### src/rtl/cdr_frame_deser.sv
// +----------------------------------------------------------------------------+
// | Module      : cdr_frame_deser                                              |
// | Description : CDR lock detector, sync-word framer and byte output FIFO.    |
// | Revision    : 1.0 - initial release                                        |
// +----------------------------------------------------------------------------+
`default_nettype none

module cdr_frame_deser #(
  parameter int          LOCK_THRESH  = 64,
  parameter int          LOCK_COUNT   = 64,
  parameter int          UNLOCK_COUNT = 16,
  parameter logic [7:0]  SYNC_WORD    = 8'hD5,
  parameter int          FRAME_LEN    = 16,
  parameter int          FIFO_DEPTH   = 4
) (
  input  logic               clk,
  input  logic               rst,
  input  logic               sample_en,
  input  logic               d_bb,
  input  logic signed [15:0] f_n,
  output logic [7:0]         m_data,
  output logic               m_valid,
  input  logic               m_ready,
  output logic               locked,
  output logic               aligned,
  output logic               overflow
);

  localparam int c_aw = $clog2(FIFO_DEPTH);
  localparam int c_gw = $clog2(LOCK_COUNT + 1);
  localparam int c_bw = $clog2(UNLOCK_COUNT + 1);
  localparam int c_fw = $clog2(FRAME_LEN + 1);

  localparam logic [16:0]     c_thresh    = 17'(LOCK_THRESH);
  localparam logic [c_gw-1:0] c_good_last = c_gw'(LOCK_COUNT - 1);
  localparam logic [c_bw-1:0] c_bad_last  = c_bw'(UNLOCK_COUNT - 1);
  localparam logic [c_fw-1:0] c_byte_last = c_fw'(FRAME_LEN - 1);
  localparam logic [c_aw:0]   c_depth     = (c_aw + 1)'(FIFO_DEPTH);
  localparam logic [c_aw:0]   c_cnt_one   = (c_aw + 1)'(1);
  localparam logic [c_aw-1:0] c_ptr_one   = c_aw'(1);

  typedef enum logic [0:0] {LK_UNLOCKED = 1'b0, LK_LOCKED = 1'b1} lock_state_t;
  typedef enum logic [0:0] {FR_HUNT = 1'b0, FR_DATA = 1'b1} frame_state_t;

  lock_state_t       r_lock_state;
  logic [c_gw-1:0]   r_good_cnt;
  logic [c_bw-1:0]   r_bad_cnt;
  frame_state_t      r_fr_state;
  logic [2:0]        r_bit_cnt;
  logic [c_fw-1:0]   r_byte_cnt;
  logic [7:0]        r_sr;

  logic [7:0]        r_mem [FIFO_DEPTH];
  logic [c_aw-1:0]   r_wr_ptr;
  logic [c_aw-1:0]   r_rd_ptr;
  logic [c_aw:0]     r_count;
  logic [7:0]        r_m_data;
  logic              r_overflow;

  logic [16:0]       w_fn_abs;
  logic              w_good;
  logic [7:0]        w_byte;
  logic              w_push;
  logic              w_pop;
  logic              w_full;
  logic              w_wr_en;
  logic              w_drop;
  logic [c_aw-1:0]   w_next_rd;
  logic [c_aw:0]     w_next_count;
  logic [7:0]        w_next_head;

  // 17-bit magnitude so that -32768 maps to +32768 instead of wrapping
  assign w_fn_abs = f_n[15] ? (17'd0 - {1'b1, f_n}) : {1'b0, f_n};
  assign w_good   = (w_fn_abs <= c_thresh);
  assign w_byte   = {r_sr[6:0], d_bb};

  always_ff @(posedge clk) begin
    if (rst) begin
      r_lock_state <= LK_UNLOCKED;
      r_good_cnt   <= '0;
      r_bad_cnt    <= '0;
    end else if (sample_en) begin
      case (r_lock_state)
        LK_UNLOCKED: begin
          if (!w_good) begin
            r_good_cnt <= '0;
          end else if (r_good_cnt == c_good_last) begin
            r_lock_state <= LK_LOCKED;
            r_good_cnt   <= '0;
            r_bad_cnt    <= '0;
          end else begin
            r_good_cnt <= r_good_cnt + c_gw'(1);
          end
        end
        default: begin
          if (w_good) begin
            r_bad_cnt <= '0;
          end else if (r_bad_cnt == c_bad_last) begin
            r_lock_state <= LK_UNLOCKED;
            r_bad_cnt    <= '0;
            r_good_cnt   <= '0;
          end else begin
            r_bad_cnt <= r_bad_cnt + c_bw'(1);
          end
        end
      endcase
    end
  end

  // Framer acts on the lock state as it was before this strobe edge
  assign w_push = sample_en && (r_lock_state == LK_LOCKED) &&
                  (r_fr_state == FR_DATA) && (r_bit_cnt == 3'd7);

  always_ff @(posedge clk) begin
    if (rst) begin
      r_sr       <= '0;
      r_fr_state <= FR_HUNT;
      r_bit_cnt  <= '0;
      r_byte_cnt <= '0;
    end else if (sample_en) begin
      r_sr <= w_byte;
      if (r_lock_state != LK_LOCKED) begin
        r_fr_state <= FR_HUNT;
        r_bit_cnt  <= '0;
        r_byte_cnt <= '0;
      end else begin
        case (r_fr_state)
          FR_HUNT: begin
            if (w_byte == SYNC_WORD) begin
              r_fr_state <= FR_DATA;
              r_bit_cnt  <= '0;
              r_byte_cnt <= '0;
            end
          end
          default: begin
            if (r_bit_cnt == 3'd7) begin
              r_bit_cnt <= '0;
              if (r_byte_cnt == c_byte_last) begin
                r_fr_state <= FR_HUNT;
                r_byte_cnt <= '0;
              end else begin
                r_byte_cnt <= r_byte_cnt + c_fw'(1);
              end
            end else begin
              r_bit_cnt <= r_bit_cnt + 3'd1;
            end
          end
        endcase
      end
    end
  end

  assign w_full    = (r_count == c_depth);
  assign w_pop     = (r_count != '0) && m_ready;
  assign w_wr_en   = w_push && (!w_full || w_pop);
  assign w_drop    = w_push && w_full && !w_pop;
  assign w_next_rd = w_pop ? (r_rd_ptr + c_ptr_one) : r_rd_ptr;

  always_comb begin
    w_next_count = r_count;
    if (w_wr_en && !w_pop) begin
      w_next_count = r_count + c_cnt_one;
    end else if (!w_wr_en && w_pop) begin
      w_next_count = r_count - c_cnt_one;
    end
  end

  // Head after this cycle: the byte being written if it lands in the head slot
  assign w_next_head = (w_wr_en && (w_next_rd == r_wr_ptr)) ? w_byte : r_mem[w_next_rd];

  always_ff @(posedge clk) begin
    if (w_wr_en) begin
      r_mem[r_wr_ptr] <= w_byte;
    end
  end

  always_ff @(posedge clk) begin
    if (rst) begin
      r_wr_ptr   <= '0;
      r_rd_ptr   <= '0;
      r_count    <= '0;
      r_m_data   <= '0;
      r_overflow <= 1'b0;
    end else begin
      if (w_wr_en) begin
        r_wr_ptr <= r_wr_ptr + c_ptr_one;
      end
      r_rd_ptr <= w_next_rd;
      r_count  <= w_next_count;
      r_m_data <= (w_next_count == '0) ? 8'd0 : w_next_head;
      if (w_drop) begin
        r_overflow <= 1'b1;
      end
    end
  end

  assign m_data   = r_m_data;
  assign m_valid  = (r_count != '0);
  assign locked   = (r_lock_state == LK_LOCKED);
  assign aligned  = (r_fr_state == FR_DATA);
  assign overflow = r_overflow;

endmodule

`default_nettype wire

### config.mk
export PLATFORM = sky130hd
export DESIGN_NAME = cdr_frame_deser
export DESIGN_NICKNAME = d
export VERILOG_FILES = /design/src/rtl/cdr_frame_deser.sv
export SDC_FILE = /design/constraint.sdc
export NUM_CORES = 1
export LEC_CHECK = 0
export ABC_AREA = 0
export CAP_MARGIN = 20
export CELL_PAD_IN_SITES_DETAIL_PLACEMENT = 1
export CELL_PAD_IN_SITES_GLOBAL_PLACEMENT = 1
export CORE_MARGIN = 1
export CORE_UTILIZATION = 41
export DETAILED_ROUTE_END_ITERATION = 10
export GPL_TIMING_DRIVEN = 0
export PLACE_DENSITY = 0.81
export SYNTH_ARGS = -nofsm -noshare
export SYNTH_HDL_FRONTEND = slang
export SYNTH_SLANG_ARGS = --single-unit
export TNS_END_PERCENT = 5
### constraint.sdc
create_clock -name clk -period 2.4 [get_ports clk]
set_input_delay 0.36 -clock clk [delete_from_list [all_inputs] [get_ports clk]]
set_output_delay 0.36 -clock clk [all_outputs]
set_load 0.005 [all_outputs]
Word level (Yosys, flattened, before mapping)
Memory sizes are Yosys's and may differ from the RTL's. A register that Yosys moved wholly into a read port is not among the register bits.
Index checks and enable logic that the tools add are counted.
W data, S select, Z words.
- register bits after elaboration: 37
- memory bits (writable): 32
- bits of input ports: 21
- output and inout port bits: 12
- word-level logic and storage cells: 89
- memories kept: 1
- memory list (memory ; words ; bits a word ; read ports ; clocked after Yosys merged registers in ; write ports ; line ; source):
    r_mem ; 4 ; 8 ; 1 ; 1 ; 1 ; 53 ; logic [7:0] r_mem [FIFO_DEPTH];
- add/sub/neg operators: 9
- $lt $le $gt $ge: 1
- eq/ne operators: 10
- muxes and demuxes: 35
- reduce and logical (&&, ||, !) cells: 22
- operators with widths (operator ; number):
    $mux W5 ; 10
    $mux W7 ; 5
    $mux W3 ; 6
    $le A17 B7 Y1 const B ; 1
    $mux W17 ; 1
    $sub A1 B17 Y17 const A ; 1
    $mux W1 ; 12
    $add A5 B1 Y5 const B ; 2
    $eq A5 B4 Y1 const B ; 2
    $logic_and A1 B1 Y1 ; 9
    $reduce_and A3 Y1 ; 3
    $eq A8 B8 Y1 const B ; 1
    $add A7 B1 Y7 const B ; 1
    $eq A7 B6 Y1 const B ; 1
    $add A3 B1 Y3 const B ; 2
    $eq A3 B3 Y1 const B ; 2
    $add A2 B1 Y2 const B ; 2
    $reduce_bool A2 Y1 ; 2
    $logic_not A1 Y1 ; 3
    $logic_not A3 Y1 ; 1
    $ne A3 B1 Y1 const B ; 1
    $ne A3 B2 Y1 const B ; 1
    $reduce_bool A3 Y1 ; 1
    $sub A3 B1 Y3 const B ; 1
    other kinds (6) ; 6

Depth between registers and ports, before layout
Gate-level depths: netlist (run 1).
- word-level depth: 10
- gate-level depth with buffers: 10
- mapped depth without buffers: 9

Worst setup path before layout (run 1)
No wires, ideal clock.
- path type: input to register
- start: input f_n[3]
- end: register r_bad_cnt[0]
- setup time: 0.075 ns
- arrival: 2.546 ns
- required time: 2.325 ns
- setup slack: -0.221 ns
- stages: 7
- buffers on the path: 0
- path through: or4_4 > nor4_1 > mux2i_1 > a2bb2oi_1 > nor3_4 > or4b_2 > o22ai_1
- longest elaborated chain between the ends: 5
- elaborated cells on any way between the ends: 7
- classes of those cells: add/sub (1); order compare (1); mux (3); reduce/logical (2)
- ends and longest elaborated chain (what ; line ; source):
    start, declared ; 20 ; input logic signed [15:0] f_n,
    $sub A1 B17 Y17 ; 73 ; assign w_fn_abs = f_n[15] ? (17'd0 - {1'b1, f_n}) : {1'b0, f_n};
    $mux W17 * ; 73 ;
    $le A17 B7 Y1 * ; 74 ; assign w_good = (w_fn_abs <= c_thresh);
    $reduce_bool A2 Y1 (no source line) or $mux W5 (tied branches) ; - ;
    $reduce_and A3 Y1 (no source line) or $mux W5 (tied branches) ; - ;
    end signal, assigned ; 103 ; r_bad_cnt <= r_bad_cnt + c_bw'(1);
    end, declared ; 47 ; logic [c_bw-1:0] r_bad_cnt;
Mark *: on every way between the ends. The rest lies on a longest branch, timed or not.
A chain may end at the register's enable or synchronous reset.

Worst setup path after layout (run 1)
- start: input f_n[0]
- end: register r_good_cnt[5]
- longest elaborated chain between the ends: 5
- elaborated cells on any way between the ends: 7
- classes of those cells: add/sub (1); order compare (1); eq/ne (1); mux (3); reduce/logical (1)
- ends and longest elaborated chain (what ; line ; source):
    $sub A1 B17 Y17 ; 73 ;
    $mux W17 * ; 73 ;
    $le A17 B7 Y1 * ; 74 ;
    $ne A2 B2 Y1 (no source line) or $mux W7 (tied branches) ; - ;
    $reduce_and A3 Y1 (no source line) or $mux W7 (tied branches) ; - ;
    end signal, assigned ; 92 ; r_good_cnt <= r_good_cnt + c_gw'(1);
    end, declared ; 46 ; logic [c_gw-1:0] r_good_cnt;
Marks and branches as above.

==> reports/results.txt, run 1 <==
The run finished, with violations left. The final reports fail on negative setup slack. Compared with the post-synthesis result, the final layout area differs by 24.0%.

CTS built an H-tree with a depth of 3. The worst register-to-register path begins at r_count[1]. The required arrival time at the worst endpoint was 2680 ps; the floorplan row count was 34.

STA classifies the critical path startpoint as an input pin. Across the routed clock network, the largest skew measured is 12.2 ps. The smallest setup slack after layout is -21.5 ps, and the critical-path maximum fanout is 7. The via-per-instance ratio was 5.66. STA puts the critical path data arrival time at 2700 ps. In this run the most critical hold path is launched from d_bb. Clock-pin slew was measured on the worst setup and hold paths at 80 ps. Measured along the y axis, the die boundary spans 96.8 um. The core region is 8720 um^2. Class of the most critical hold timing path: in -> reg. Clock tree synthesis inserted a total of 9 buffers. The worst-case IR drop observed on VDD is 0.000220 V. The run gives 77 as the count of clock tree sinks.

For the detailed-route DRC error count, the log shows 0. In this run the clock root is driven by a clkbuf_8. The synthesized design contains 32 enable-type register cells. The floorplan step defined a die boundary enclosing 9380 um^2. The number of input and output port buffers inserted came out at 30. For the leakage component of the power, the log shows 1.68 nW.

The critical path in this run is classified as in -> reg. Power spread over the standard cell area amounts to 680 nW/um^2. Counting flops and latches in the post-synthesis netlist gives 77. The number of pins exceeding their max-slew limit in the final report came out at 0. The run gives 931 as the count of fill cells added during filler insertion.

Across every metal layer, demand over resource in global routing totals 20.0%. The first routing iteration left 102 violations. The worst slack on hold paths came out at 387 ps.

In the final routed layout, each cell accounts on average for 18.0 um. Clock latency on the worst-skew pair, taken at its later pin, is 350 ps. The post-DP HPWL came out at 5.91 mm.

The tools report the final number of setup-violating endpoints as 4. For the slack of the worst reg-to-reg path, the log shows 50 ps. Worst setup path startpoint: f_n[0].

The logs give 0 for the post-cts hold buffer count and 15 for the pin count of the biggest net entering global routing. The weighted congestion at the end of routability-driven global placement was 0.801; the fraction of registers with async set/reset was 0%. Setup repair after global routing could not meet its margin everywhere. The run gives 2840 as the count of vias placed by the detailed router.

The tools report the number of warnings reported in the yosys synthesis log as 0. For this run, the post-layout net count is 423. Of the cells placed in the final design, the portion with a size suffix greater than 1 is 18.5%.

The maximum operating frequency was 0.413 GHz. The mean cell area of the mapped netlist came out at 10.8 um^2. The longest clock path from root to sink contains 2 buffers. STA classifies the critical path endpoint as a flop.

Synthesis produced a netlist with a net count of 376. The tool flagged a number of max-cap violations equal to 0. Counting every instance in the synthesized netlist gives 342. For this block, the routed nets add up to 9.01 mm of wire. The tools report the final hold violation count as 0. In this run the critical register-to-register path is captured at m_data[4]. In this run the remaining antenna-violating nets after routing total 0.

Count of different cell masters after synthesis: 55. For the number of antenna violations at the first check in global routing, the log shows 0. The worst path uses 101% of the clock period. Measured along the x axis, the die boundary spans 96.8 um.

Summing every instance area after synthesis gives 3690 um^2. The time the final worst path needs with I/O delays and setup was 2420 ps. The path depth of the worst reg2reg path works out to 9. For the pin with the worst max-slew slack, the measured transition is 679 ps. TritonCTS built the clock tree. The first global-routing pass estimated 14.8 mm of wire. The initial utilization of the core area, before any placement, comes to 42.3%.

In the synthesized netlist the dominant register cell turns out to be dfxtp_1. The headroom to the max-slew limit was 54.7%; the detailed-routing iteration count for the pre-antenna-repair pass was 4. The count of inserted antenna diode cells is 0. In this run the count of I/O pins placed on the die edge is 33. The post-route core utilization is 52.4%.

The tools report the critical path capture point as r_good_cnt[5]. The number of global-route vias before repair is 3014. The total grt overflow is 0. The share of the Yosys chip area taken by registers is 50.5%.
## final cells by class
cell class	instances	area (um^2)	share of cell area, %
Timing Repair Buffer	36	377	8.24
Clock inverter	6	41.3	0.903
Sequential cell	77	1860	40.7
Multi-Input combinational cell	238	1920	42.0
Tap cell	108	135	2.95
Inverter	18	67.6	1.48
Buffer	9	42.5	0.930
Clock buffer	10	128	2.79
## cell families after synthesis
group | synth area share [%]
simple gates | 17.3
xor+xnor | 2.58
flops | 50.5
mux | 10.0
compound gates | 12.4
buf+inv | 2.78
fa+ha+maj | 4.41
## report_power, final
group	internal [mW]	total, mW	switching (mW)
sequential	1.41	1.45	0.0387
clock	0.375	0.860	0.484
combinational	0.418	0.802	0.384
total	2.20	3.11	0.907
## worst max-delay path: stages
cell and delay, ps:
dlygate4sd2_1 260, or3_4 420, a2111oi_1 370, o32a_1 200, nand4_1 150, nor3_4 330, or4b_1 470, a31oi_1 130
## metal layers
metal	track usage, %	vias up	wire (um)
li1	-	1379	-
met1	24.2	1407	3960
met2	35.4	42	4670
met3	3.83	12	256
met4	7.00	0	129
met5	0	-	0
## how the worst min path moves through the flow
stage                                to  slack [ps]  cells after the start
after global placement     r_bad_cnt[4]         420                      2
after CTS                  r_bad_cnt[4]         450                      2
final                       r_mem[2][0]         390                      1
after floorplan            r_bad_cnt[4]         410                      2
after global routing        r_mem[2][0]         380                      1
after detailed placement  r_good_cnt[6]         430                      2
## what timing repair did
item / in CTS / in global routing
cloned: 0 / 0
hold endpoints to repair: 0 / 0
resized for setup: 55 / 21
buffers inserted: 6 / 0
pin swaps: 12 / 5
setup endpoints to repair: 55 / 38
## synthesized netlist by cell type (7+ instances only)
library cell,n,area [um^2]
a21oi_1,12,60.1
a31oi_1,9,56.3
clkbuf_1,7,26.3
dfxtp_1,45,901
edfxtp_1,32,961
ha_1,13,163
inv_1,18,67.6
mux2i_1,19,190
mux4_2,8,180
nand2_1,19,71.3
nand3_1,8,40.0
nor2_1,36,135
nor3_1,10,50.1
o21ai_0,13,65.1
## sequential cells by signal (all words and copies together) (netlist names), 3 cells and up
name,count
r_count,3
r_bad_cnt,5
r_byte_cnt,5
r_mem,32
m_data,8
r_sr,7
r_good_cnt,7
r_bit_cnt,3
## cells in the final DEF (no fill, tap or decap), types with 8 or more instances in the layout
master and instances:
dfxtp_1 44, nor2_1 34, edfxtp_1 32, nand2_1 19, mux2i_1 19, clkdlybuf4s50_1 17
inv_1 16, o21ai_0 12, a21oi_1 11, ha_1 10, a31oi_1 9, nor3_1 9
clkbuf_8 9, mux4_2 8
## stage by stage
step                power (mW)  setup TNS (ps)  instances  setup slack (ps)  cell area (um^2)
floorplan                 1.84           -82.5        342             -82.5              3710
global placement          2.04          -26900        480              -915              4150
detailed placement        2.06          -31700        480              -974              4150
CTS                       3.08            -121        502             -39.3              4500
global route              3.26           -1090        502              -110              4570
finish                    3.11           -81.7        502             -21.5              4570
Note: power is estimated with default switching activity, not from simulation.
==> run 2: changes to the inputs <==
--- a/config.mk
+++ b/config.mk
@@ -12,8 +12,8 @@
 export CORE_MARGIN = 1
 export CORE_UTILIZATION = 41
 export DETAILED_ROUTE_END_ITERATION = 10
-export GPL_TIMING_DRIVEN = 0
 export PLACE_DENSITY = 0.81
+export SETUP_SLACK_MARGIN = 0.5
 export SYNTH_ARGS = -nofsm -noshare
 export SYNTH_HDL_FRONTEND = slang
 export SYNTH_SLANG_ARGS = --single-unit
==> reports/results.txt, run 2 (synthesis gave the netlist of run 1 again) <==
Critical path cell sequence: buf_6 -> or4_4 -> nor4_4 -> mux2i_1 -> a2bb2oi_2 -> nor3_4 -> buf_6 -> or4b_4 -> o22ai_2 (was dlygate4sd2_1 -> or3_4 -> a2111oi_1 -> o32a_1 -> nand4_1 -> nor3_4 -> or4b_1 -> a31oi_1). The worst setup path startpoint is f_n[8] (was f_n[0]). For the core outline area, the log shows 8720 um^2 (unchanged). The tools report the I/O pin count as 33 (unchanged).

The design area is 5530 um^2 (was 4570 um^2), and the path depth of the worst reg2reg path is 11 (was 9). The leakage component of the power is 2.08 nW (was 1.68 nW). The final hold violation count is 0 (unchanged), and the layout overhead on the synthesized area is 50.0% (was 24.0%).

The number of pins exceeding their max-slew limit in the final report is 0 (unchanged), and the per-cell routed wire length is 22.4 um (was 18.0 um). The time the final worst path needs with I/O delays and setup was 2390 ps (was 2420 ps); the deepest clock path buffer count was 2 (unchanged). The most common cell after layout, fill and taps aside is buf_4 (was dfxtp_1). The critical path capture point type is a flop (unchanged). The logic depth of the worst setup path including buffers was 9 (was 8). Kind of critical path: in -> reg (unchanged).

The via-per-instance ratio is 5.91 (was 5.66). The headroom to the max-slew limit was 68.1% (was 54.7%). The tools report the remaining antenna violation count after routing as 0 (unchanged). For the area after detailed placement, the log shows 4630 um^2 (was 4150 um^2). The clock transition time at the flip-flop clock pins of the worst setup and hold paths was 100 ps (was 80 ps). The number of CTS-inserted buffers is 9 (unchanged), and the number of DRC markers in iteration 0 is 181 (was 102).

The tools report the startpoint of the lowest-slack register-to-register path as r_bit_cnt[0] (was r_count[1]). The transition time at the pin with the least slew margin came out at 477 ps (was 679 ps). For the setup total negative slack, the log shows 0 ps (was -81.7 ps). The run gives 1880 um^2 (was 1860 um^2) as the sequential cell area. The detailed-route DRC error count was 0 (unchanged); the maximum ir drop on the vdd rail was 0.000285 V (was 0.000220 V). The fraction of layout instances using a drive strength above 1 is 42.2% (was 18.5%), and the count of inserted antenna diode cells is 0 (unchanged).

The die width was 96.8 um (unchanged). The number of input and output port buffers inserted was 32 (was 30). The run gives 482 (was 423) as the number of nets in the final layout. Routed wire length: 12.6 mm (was 9.01 mm). The weighted congestion at the end of routability-driven global placement is 0.789 (was 0.801).

Critical path capture point: r_bad_cnt[0] (was r_good_cnt[5]). The post-cts hold buffer count was 0 (unchanged); the combined global-route utilization of all metal layers was 26.2% (was 20.0%). Maximum level of the CTS H-tree: 3 (unchanged). The first-pass GRT wire length is 19.0 mm (was 14.8 mm), and the post-route clock period utilization is 99.7% (was 101%). The critical path's top delay family is simple AND/OR/NAND/NOR gates (unchanged). The total area of multi-input combinational cells was 2280 um^2 (was 1920 um^2); the largest incremental delay on the critical path was 570 ps (was 470 ps). For the pin count of the biggest net entering global routing, the log shows 18 (was 15). The end of the worst register-to-register path was m_data[5] (was m_data[4]). The number of global-route vias before repair is 3652 (was 3014).

The detailed-routing iteration count for the pre-antenna-repair pass came out at 4 (unchanged). The final number of setup-violating endpoints came out at 0 (was 4). The critical-path maximum fanout works out to 3 (was 7). Most frequent cells in the layout: buf_4 (52), dfxtp_1 (37), edfxtp_1 (32) (was dfxtp_1 (44), nor2_1 (34), edfxtp_1 (32)). The run gives 0 (unchanged) as the number of max-capacitance violations reported. The run gives 0.418 GHz (was 0.413 GHz) as the maximum operating frequency. The required arrival time at the worst endpoint is 2710 ps (was 2680 ps), and the critical path buffer and inverter count is 2 (was 1). The flow ran to the end, and the final reports show no timing, DRC or antenna violations.

The tools report the count of fill cells added during filler insertion as 891 (was 931). The tools report the filler-free cell count of the finished design as 561 (was 502). The tools report the floorplan row count as 34 (unchanged). For the smallest setup slack after layout, the log shows 7.10 ps (was -21.5 ps). Kind of launch point of the worst setup path: an input pin (unchanged). For the slack of the worst reg-to-reg path, the log shows 120 ps (was 50 ps). The logs give 533 (was 480) for the placed instance count and 0 (unchanged) for the number of antenna violations at the first check in global routing.

Library cell used as clock root buffer: clkbuf_8 (unchanged). The worst setup slack after placement came out at -708 ps (was -974 ps). The total grt overflow is 0 (unchanged), and the count of vias placed by the detailed router is 3315 (was 2840). Setup repair after global routing could not meet its margin everywhere. The cell that appears most often on the critical path is buf_6.

The class of the most critical hold timing path is in -> reg (unchanged). The number of flip-flops under the largest register name is 32 (unchanged), and the die extent in y is 96.8 um (unchanged). The die area is 9380 um^2 (unchanged), and the post-route core utilization is 63.4% (was 52.4%). The run gives 20.1 ps (was 12.2 ps) as the setup skew after layout. The clock latency on the worst-skew pair was 370 ps (was 350 ps). TritonCTS built the clock tree. The post-DP HPWL came out at 7.39 mm (was 5.91 mm). The worst slack on hold paths was 462 ps (was 387 ps). The power density of the placed cells was 665 nW/um^2 (was 680 nW/um^2); the data arrival time of the critical path was 2700 ps (about the same). The register name with the most flops was r_mem (unchanged). For the total design power, the log shows 3.68 mW (was 3.11 mW). Slowest library cell on the worst path: or4_4 (was or4b_1). The count of clock tree sinks was 77 (unchanged); the starting density of the core was 42.3% (unchanged).
[run 2: worst min path at each step]
stage / slack (ps) / cells past startpoint / end / start
final: 460 / 3 / r_sr[0] / d_bb
after floorplan: 410 / 2 / r_bad_cnt[4] / r_bad_cnt[4]
after global routing: 480 / 3 / r_sr[0] / d_bb
after CTS: 450 / 2 / r_bad_cnt[4] / r_bad_cnt[4]
after global placement: 420 / 2 / r_bad_cnt[4] / r_bad_cnt[4]
after detailed placement: 440 / 2 / r_bad_cnt[4] / r_bad_cnt[4]
[run 2: final cells by class]
| type | instances | area share [%] |
|---|---|---|
| Inverter | 18 | 1.27 |
| Clock inverter | 7 | 1.06 |
| Multi-Input combinational cell | 238 | 41.2 |
| Sequential cell | 77 | 34.0 |
| Tap cell | 108 | 2.44 |
| Clock buffer | 9 | 2.24 |
| Timing Repair Buffer | 104 | 17.8 |
[run 2: where the power goes]
group | switching [mW] | internal [mW]
registers | 0.0480 | 1.41
logic | 0.588 | 0.672
clock network | 0.567 | 0.390
[run 2: layer usage]
metal | wire (um) | GRT usage (%) | vias up
met1 | 4990 | 29.7 | 1701
li1 | - | - | 1501
met2 | 6920 | 49.1 | 85
met3 | 318 | 3.54 | 28
met4 | 358 | 11.0 | 0
met5 | 0 | 0 | -
[run 2: worst register-to-register path: stages, from the launching register on]
cell     delay (ps)
dfxtp_2         360
ha_4            150
ha_4            130
nand4_1         230
buf_6           240
nor3b_4         220
a31oi_4          60
xnor2_2         220
nor2_4           80
nor3_4          240
buf_12          180
nor2_1           70
[run 2: what timing repair did]
item	in CTS	in global routing
hold endpoints to repair	0	0
setup buffers	10	0
pin swaps	31	52
gates cloned	2	0
gates resized for setup	87	89
setup endpoints to repair	64	62
